File: src/rtl/trace_request_scheduler.sv
// trace_request_scheduler
// Buffers time-stamped trace requests in a circular FIFO and releases the
// head entry once the CPU-cycle counter reaches its timestamp. While the
// controller queue is empty the counter may jump straight to the head
// timestamp so idle gaps in the trace cost a single clock.
module trace_request_scheduler #(
  parameter int ADDR_W       = 36,
  parameter int CMD_W        = 2,
  parameter int TIME_W       = 64,
  parameter int DEPTH        = 16,
  parameter int FAST_FORWARD = 1
) (
  input  logic                         clock,
  input  logic                         reset,
  // trace side
  input  logic                         in_valid,
  output logic                         in_ready,
  input  logic [TIME_W-1:0]            in_time,
  input  logic [CMD_W-1:0]             in_cmd,
  input  logic [ADDR_W-1:0]            in_addr,
  input  logic                         in_last,
  // controller side
  input  logic                         ctrl_empty,
  output logic                         out_valid,
  input  logic                         out_ready,
  output logic [TIME_W-1:0]            out_time,
  output logic [CMD_W-1:0]             out_cmd,
  output logic [ADDR_W-1:0]            out_addr,
  // status
  output logic [TIME_W-1:0]            cycle,
  output logic [$clog2(DEPTH+1)-1:0]   count,
  output logic                         done,
  output logic                         order_err
);

  localparam int PTR_W = $clog2(DEPTH);
  localparam int CNT_W = $clog2(DEPTH + 1);

  localparam logic [CNT_W-1:0]  FULL_COUNT = CNT_W'(DEPTH);
  localparam logic [CNT_W-1:0]  ONE_COUNT  = CNT_W'(1);
  localparam logic [TIME_W-1:0] TIME_MAX   = '1;

  typedef struct packed {
    logic [TIME_W-1:0] t;
    logic [CMD_W-1:0]  cmd;
    logic [ADDR_W-1:0] addr;
  } entry_t;

  // FILL: still accepting trace; DRAIN: last entry seen, FIFO not yet empty;
  // DONE: everything issued, only reset leaves this state.
  typedef enum logic [1:0] {
    FILL  = 2'd0,
    DRAIN = 2'd1,
    DONE  = 2'd2
  } state_t;

  state_t            state;
  state_t            state_next;

  entry_t            mem [DEPTH];
  entry_t            head;
  entry_t            push_entry;

  logic [PTR_W-1:0]  wr_ptr;
  logic [PTR_W-1:0]  rd_ptr;
  logic [TIME_W-1:0] last_time;
  logic [TIME_W-1:0] push_time;
  logic              last_seen;
  logic              not_empty;
  logic              push;
  logic              pop;
  logic              fast_fwd;

  assign head      = mem[rd_ptr];
  assign not_empty = (count != '0);
  assign last_seen = (state != FILL);

  // in_ready looks only at registered state, so a pop never frees a slot
  // for a push in the same cycle.
  assign in_ready  = !reset && (count < FULL_COUNT) && !last_seen;
  assign push      = in_valid && in_ready;

  // The head cannot change and cycle never decreases, so once out_valid
  // rises it stays up until the entry is popped.
  assign out_valid = not_empty && (cycle >= head.t);
  assign pop       = out_valid && out_ready;

  // Outputs read as zero while the FIFO is empty so stale storage never
  // leaks out after reset.
  assign out_time  = not_empty ? head.t    : '0;
  assign out_cmd   = not_empty ? head.cmd  : '0;
  assign out_addr  = not_empty ? head.addr : '0;

  assign done      = (state == DONE);

  // Timestamps are clamped so the FIFO is always non-decreasing in time;
  // a late entry is released as soon as its predecessor's time is reached.
  assign push_time       = (in_time < last_time) ? last_time : in_time;
  assign push_entry.t    = push_time;
  assign push_entry.cmd  = in_cmd;
  assign push_entry.addr = in_addr;

  // Jump only when counting would take more than one clock to reach the
  // head; written as cycle < t-1 so the all-ones counter cannot wrap.
  assign fast_fwd = (FAST_FORWARD != 0) && not_empty && ctrl_empty &&
                    (head.t != '0) && (cycle < (head.t - 1'b1));

  // Phase register.
  always_ff @(posedge clock) begin
    if (reset) begin
      state <= FILL;
    end else begin
      state <= state_next;
    end
  end

  // Phase transitions: final entry accepted, then final entry popped.
  always_comb begin
    // NOTE: every variable assigned in an always_comb gets a default first,
    // otherwise paths that skip the assignment infer a latch.
    state_next = state;
    case (state)
      FILL: begin
        if (push && in_last) begin
          state_next = DRAIN;
        end
      end
      DRAIN: begin
        // No pushes happen here, so the FIFO empties exactly when the
        // last remaining entry is popped.
        if (!not_empty || (pop && (count == ONE_COUNT))) begin
          state_next = DONE;
        end
      end
      DONE: begin
        state_next = DONE;
      end
      default: begin
        state_next = FILL;
      end
    endcase
  end

  // Entry storage written on every accepted push.
  always_ff @(posedge clock) begin
    // NOTE: the storage array has no reset; occupancy and pointers are
    // reset, so slots are never read before they have been written.
    if (push) begin
      mem[wr_ptr] <= push_entry;
    end
  end

  // Pointers, occupancy, timestamp tracking and the CPU-cycle counter.
  always_ff @(posedge clock) begin
    // NOTE: state is updated with non-blocking assignments so every
    // register samples values from before this edge, whatever the order.
    if (reset) begin
      wr_ptr    <= '0;
      rd_ptr    <= '0;
      count     <= '0;
      cycle     <= '0;
      last_time <= '0;
      order_err <= 1'b0;
    end else begin
      if (push) begin
        wr_ptr    <= wr_ptr + 1'b1;
        last_time <= push_time;
        if (in_time < last_time) begin
          order_err <= 1'b1;
        end
      end

      if (pop) begin
        rd_ptr <= rd_ptr + 1'b1;
      end

      case ({push, pop})
        2'b10:   count <= count + 1'b1;
        2'b01:   count <= count - 1'b1;
        default: count <= count;
      endcase

      if (fast_fwd) begin
        cycle <= head.t;
      end else if (cycle != TIME_MAX) begin
        cycle <= cycle + 1'b1;
      end
    end
  end

endmodule

File: config.mk
export PLATFORM = sky130hd
export DESIGN_NAME = trace_request_scheduler
export DESIGN_NICKNAME = d
export VERILOG_FILES = /design/src/rtl/trace_request_scheduler.sv
export SDC_FILE = /design/constraint.sdc
export NUM_CORES = 2
export LEC_CHECK = 0
export CORE_MARGIN = 5
export CORE_UTILIZATION = 35
export CTS_CLUSTER_SIZE = 28
export DETAILED_ROUTE_END_ITERATION = 8
export GPL_ROUTABILITY_DRIVEN = 0
export SETUP_SLACK_MARGIN = 0.15
export SYNTH_ARGS = -nofsm -noshare
export SYNTH_HDL_FRONTEND = slang
export SYNTH_SLANG_ARGS = --single-unit
File: constraint.sdc
create_clock -name clock -period 12.9 [get_ports clock]
set_clock_uncertainty 0.05 [all_clocks]
set_input_delay 1.29 -clock clock [delete_from_list [all_inputs] [get_ports clock]]
set_output_delay 1.29 -clock clock [all_outputs]
set_load 0.05 [all_outputs]
## Yosys cells after proc, flatten, opt, wreduce, memory -nomap -nowiden

Memory sizes are Yosys's and may differ from the RTL's. A register that Yosys moved wholly into a read port is not among the register bits.
Cells that the tools add are included.

| storage, ports and cells | value |
|---|---|
| flip-flop bits (word level) | 144 |
| latch bits | 0 |
| memory bits (writable) | 1632 |
| ROM bits | 0 |
| output and inout port bits | 175 |
| logic and storage cells | 62 |
| memories kept | 1 |

Memories:

| name | depth | bits a word | read ports | clocked after Yosys merged registers in | wr ports | line | RTL |
|---|---|---|---|---|---|---|---|
| mem | 16 | 102 | 1 | 1 | 1 | 60 | `entry_t mem [DEPTH];` |

| operators by class | value |
|---|---|
| add/sub/neg operators | 6 |
| multiply operators | 0 |
| div/mod/pow operators | 0 |
| order comparisons | 4 |
| eq/ne operators | 8 |
| shift-type cells | 0 |
| multiplexer cells | 14 |
| bitwise gates (word level) | 0 |
| reductions and logical operators | 22 |

Operator list:

| operator | count |
|---|---|
| $mux 64 | 4 |
| $lt 64x64->1 | 2 |
| $add 64x1->64 const B | 1 |
| $ge 64x64->1 | 1 |
| $ne 64x64->1 const B | 1 |
| $reduce_bool 64->1 | 1 |
| $sub 64x1->64 const B | 1 |
| $mux 36 | 1 |
| $logic_and 1x1->1 | 10 |
| $pmux 5 s2 | 1 |
| $add 4x1->4 const B | 2 |
| $mux 4 | 2 |
| $mux 2 | 3 |
| $pmux 2 s3 | 1 |
| $reduce_bool 2->1 | 3 |
| $add 5x1->5 const B | 1 |
| $eq 5x1->1 const B | 1 |
| $lt 5x5->1 const B | 1 |
| $reduce_bool 5->1 | 1 |
| $sub 5x1->5 const B | 1 |
| $eq 2x1->1 const B | 2 |
| $eq 2x2->1 const B | 2 |
| $ne 2x2->1 const B | 2 |
| $reduce_and 2->1 | 2 |
| other kinds (4) | 7 |

## Depth between registers and ports, before layout

| logic depth | value |
|---|---|
| depth in word-level cells | 7 |
| gate-level depth with buffers | 31 |

## Worst setup path after synthesis

Ideal clock, no wire load.

| timing path | value |
|---|---|
| path kind | input-to-reg |
| from | in reset |
| to | mem mem[0][0] (netlist bit) (enable) |
| setup time | 0.688 ns |
| arrival | 10.371 ns |
| slack | 1.792 ns |
| stages | 6 |
| path buffers | 2 |
| path through | nor3b_1 > and2_1 > clkbuf_1 > clkbuf_1 > nand2_1 > nor3_1 |

| on the way | value |
|---|---|
| cells in the longest elaborated chain, start to end | 6 |

RTL lines:

| element | line | RTL |
|---|---|---|
| start: declaration | 14 | `input logic reset,` |
| $logic_not 1->1 | 80 | `assign in_ready = !reset && (count < FULL_COUNT) && !last_seen;` |
| $logic_and 1x1->1 (2 in series) | 80 |  |
| $logic_and 1x1->1 | 81 | `assign push = in_valid && in_ready;` |
| $mux 1 | 148 | `if (push) begin` |
| $mux 1 (implied by the code) | 149 | `mem[wr_ptr] <= push_entry;` |
| end: declaration | 60 |  |

No other way between the ends.

==> run summary <==
====================================================================================
Ys async rst share                                                                0%
Clock Tree Root                                                         sky130_fd_sc_hd__clkbuf_16
Type of the worst setup path                                            flip-flop to primary output
Fraction of post-synthesis cell area in the top cell type by area             64.78%
Delay of the slowest critical-path stage                                     0.88 ns
Number of rows created at floorplan                                              170
Proportion of power drawn by combinational gates                               15.0%
Number of global-route vias before repair                                     42,490
Total grt overflow                                                                 0
RSZ-0062 raised after global routing                                              no
Number of storage elements in the synthesis netlist                            1,780
Area inside the core boundary                                            214,800 µm²
Post-synth EDFFs                                                               1,632
Slowest-stage cell, CP                                                  sky130_fd_sc_hd__clkdlybuf4s50_1
Placed Instance Area                                                      82,350 µm²
Buffers from clock root to sink, at most                                           3
HPWL reported at the end of detailed placement                            115,900 µm
Outcome                                                                 finished, final reports clean
Clock share of power                                                           37.9%
Worst IR drop on VDD                                                       0.1425 mV
Cell depth of the worst flop-to-flop path                                         23
I/O pins                                                                         283
Leading area contributor after synthesis                                sky130_fd_sc_hd__edfxtp_1
Die X-Extent                                                                474.9 µm
Leakage Power                                                               28.20 nW
# setup viols final                                                                0
Max-slew violations                                                                0
Synth Instances                                                                4,388
Final worst path period need                                                8.501 ns
Net count of the finished layout                                               5,083
Unique cell type count in the Yosys netlist                                       72
Global-route usage over all layers                                            17.47%
Actual slew at the worst max-slew pin                                       1.228 ns
Number of H-tree branching levels                                                  4
Critical Path Sink                                                         out_valid
Share of the cycle needed by the critical path after routing                  65.90%
TritonCTS buffer count                                                           180
Initial antenna violation count                                                   23
Power density of the placed cells                                       159.4 nW/µm²
CTS tree                                                                       built
Routed Wire Length                                                        199,100 µm
Average wire per cell in the routed design                                  25.63 µm
Number of clock sinks                                                          1,780
Combined area of all synthesized cells                                    75,650 µm²
Most common flop cell mapped by yosys                                   sky130_fd_sc_hd__edfxtp_1
Detailed-route via count                                                      42,410
Net count after synthesis                                                      4,701
Hold Vio Cnt, Final                                                                0
DR pass1 iterations                                                                5
Wire length of the first global-routing pass                              292,500 µm
Number of violations of the max-capacitance limit                                  0
Fraction of power consumed by sequential logic                                 47.1%
Data required time at the worst endpoint                                    11.56 ns
Critical Path Fanout Max                                                         112
Upper clock frequency limit                                               0.1176 GHz
Total negative setup slack                                                      0 ns
Die ar.                                                                  225,500 µm²
Skew-Pair Late Insertion Delay                                               0.84 ns
Resized cells post-CTS                                                             0
Ordered cell list for the critical path                                 buf_12 -> buf_4 -> nor2_1 -> a221oi_1 -> nor2_1 -> o21ai_0 -> inv_1 -> ha_1 -> a21o_1 -> a21o_1 -> a21oi_1 -> o21a_1 -> nor3_1 -> o21ai_0 -> a41oi_1 -> clkdlybuf4s50_1
Via count normalized by instance count                                         5.459
Final routed DRC violation total                                                   0
Arrival time reported for the critical path endpoint                         7.16 ns
Number of buffers added on ports                                                 282
Switching Fraction                                                            27.04%
R2R setup slack                                                              4.73 ns
Die Y                                                                       474.9 µm
Number of buffers inserted for hold repair after clock tree synthesis              0
Normalized max-slew margin                                                    17.58%
Internal power contribution                                                0.01029 W
Share of synthesized area occupied by flip-flops and latches                  68.70%
Post-CTS Setup Inserts                                                             0
Finished Cell Area                                                        88,470 µm²
Area grow syn2layout                                                          16.95%
Mapped Avg Cell Area                                                       17.24 µm²
Worst min-delay path category                                           flip-flop to flip-flop
CP Capture Type                                                         primary output
Number of routed nets with antenna violations                                      0
Sort of element at the start of the critical path                          flip-flop
Endpoint of the worst register-to-register path                             cycle[1]
Drt first-iter violations                                                      4,217
Clk pin slew, worst setup/hold paths                                         0.06 ns
Initial Utilization                                                           35.21%
Layout cell share with drive strength beyond 1                                19.05%
Largest net degree at the start of global routing                                118
Top post-synthesis cells by area                                        sky130_fd_sc_hd__edfxtp_1 (65%), sky130_fd_sc_hd__mux4_2 (13%), sky130_fd_sc_hd__dfxtp_1 (3.9%)
Synthesis Warnings                                                                 0
P_sw                                                                      0.003813 W
====================================================================================
-- critical path: cells and delay by family (launching register included) --
kind / cells / cell delay (ns)
and+or+nand+nor: 3 / 0.70
buffers and inverters: 4 / 2.54
DFF: 1 / 0.35
adders and majority gates: 1 / 0.40
AOI/OAI and AO/OA: 8 / 2.23
-- synthesized netlist by cell type, types with 54 or more instances --
library cell               number
sky130_fd_sc_hd__a21oi_1      153
sky130_fd_sc_hd__clkbuf_1     150
sky130_fd_sc_hd__dfxtp_1      148
sky130_fd_sc_hd__edfxtp_1    1632
sky130_fd_sc_hd__ha_1         205
sky130_fd_sc_hd__inv_1        104
sky130_fd_sc_hd__mux2i_1       58
sky130_fd_sc_hd__mux4_2       442
sky130_fd_sc_hd__nand2_1      193
sky130_fd_sc_hd__nand3_1      131
sky130_fd_sc_hd__nand4_1       54
sky130_fd_sc_hd__nor2_1       230
sky130_fd_sc_hd__o21ai_0      180
sky130_fd_sc_hd__xnor2_1       74
-- metal layers --
metal  track usage [%]  vias up  wire length (µm)
li1                  -    18370                 -
met1             24.54    22260             86320
met2             28.15     1490             94150
met3             3.310      276             14140
met4             4.308       14              4387
met5                 0        -                89
-- cell usage in the layout (no fill, tap or decap), types with 17 or more instances in the layout --
| cell | count |
|---|---|
| sky130_fd_sc_hd__edfxtp_1 | 1632 |
| sky130_fd_sc_hd__mux4_2 | 442 |
| sky130_fd_sc_hd__clkdlybuf4s50_1 | 281 |
| sky130_fd_sc_hd__nor2_1 | 217 |
| sky130_fd_sc_hd__ha_1 | 205 |
| sky130_fd_sc_hd__nand2_1 | 191 |
| sky130_fd_sc_hd__clkbuf_16 | 180 |
| sky130_fd_sc_hd__o21ai_0 | 169 |
| sky130_fd_sc_hd__a21oi_1 | 153 |
| sky130_fd_sc_hd__buf_4 | 152 |
| sky130_fd_sc_hd__dfxtp_1 | 144 |
| sky130_fd_sc_hd__nand3_1 | 131 |
| sky130_fd_sc_hd__inv_1 | 102 |
| sky130_fd_sc_hd__xnor2_1 | 74 |
| sky130_fd_sc_hd__mux2i_1 | 58 |
| sky130_fd_sc_hd__nand4_1 | 54 |
| sky130_fd_sc_hd__xor2_1 | 53 |
| sky130_fd_sc_hd__and2_1 | 45 |
| sky130_fd_sc_hd__a21o_1 | 44 |
| sky130_fd_sc_hd__nor3_1 | 38 |
| sky130_fd_sc_hd__clkinv_1 | 34 |
| sky130_fd_sc_hd__clkbuf_1 | 33 |
| sky130_fd_sc_hd__clkinv_2 | 33 |
| sky130_fd_sc_hd__o31ai_1 | 29 |
| sky130_fd_sc_hd__or4_1 | 26 |
| sky130_fd_sc_hd__a221oi_1 | 24 |
| sky130_fd_sc_hd__nor2b_1 | 23 |
| sky130_fd_sc_hd__or3_1 | 22 |
| sky130_fd_sc_hd__bufinv_16 | 22 |
| sky130_fd_sc_hd__a22o_1 | 20 |
| sky130_fd_sc_hd__o21ai_1 | 19 |
| sky130_fd_sc_hd__mux2_2 | 17 |
| sky130_fd_sc_hd__mux2_1 | 17 |
-- cell type report --
class | count | area (µm²)
fillers | 19090 | 126400
flip-flops and latches | 1780 | 51980
multi-input cells | 2265 | 22350
clock buffers | 217 | 4677
repair buffers | 439 | 4065
well taps | 2838 | 3551
clock inverters | 114 | 1425
inverters | 104 | 395.4
diodes | 11 | 27.53
-- power groups by stage --
| stage | registers [W] | logic, W | clock network [W] |
|---|---|---|---|
| 5_1_grt | 0.00665 | 0.00228 | 0.00571 |
| 6_report | 0.00664 | 0.00212 | 0.00535 |
| 2_1_floorplan | 0.00686 | 0.00120 | 0 |
| 4_1_cts | 0.00664 | 0.00213 | 0.00547 |
| 3_5_place_dp | 0.00676 | 0.00212 | 0 |
| 3_3_place_gp | 0.00675 | 0.00210 | 0 |
-- flip-flops by register name (all words and copies together), names as in the netlist, named ones only --
register and cells:
order_err 1, state 2, rd_ptr 4, cycle 64, mem 1632, wr_ptr 4
last_time 64, count 5
-- kinds of logic after synthesis --
group / after synthesis / share of synthesized area, %
xor+xnor: 127 / 1.470
flops: 1780 / 68.70
buf+inv: 343 / 1.945
fa+ha+maj: 205 / 3.390
mux: 534 / 14.43
simple gates: 846 / 5.494
compound gates: 553 / 4.573
-- worst min path at each step --
| stage | startpoint | endpoint | slack [ns] | depth (start not counted) |
|---|---|---|---|---|
| floorplan | last_time[10] | last_time[10] | 0.40 | 2 |
| global placement | order_err | order_err | 0.40 | 2 |
| detailed placement | order_err | order_err | 0.41 | 2 |
| CTS | last_time[63] | last_time[63] | 0.42 | 2 |
| global route | last_time[56] | last_time[56] | 0.45 | 2 |
| finish | last_time[45] | last_time[45] | 0.42 | 2 |
-- stage by stage --
step | std cells | setup WS (ns) | hold slack (ns) | util, % | power (W)
final | 7768 | 4.399 | 0.4227 | 41.18 | 0.01410
after CTS | 7757 | 4.216 | 0.4243 | 41.17 | 0.01423
after global routing | 7759 | 3.840 | 0.4454 | 41.17 | 0.01464
after global placement | 7426 | 4.539 | 0.3999 | 38.33 | 0.008853
after floorplan | 4388 | 1.792 | 0.4039 | - | 0.008059
after detailed placement | 7426 | 4.515 | 0.4148 | 38.33 | 0.008885
Power figures use the tool's default switching activity.
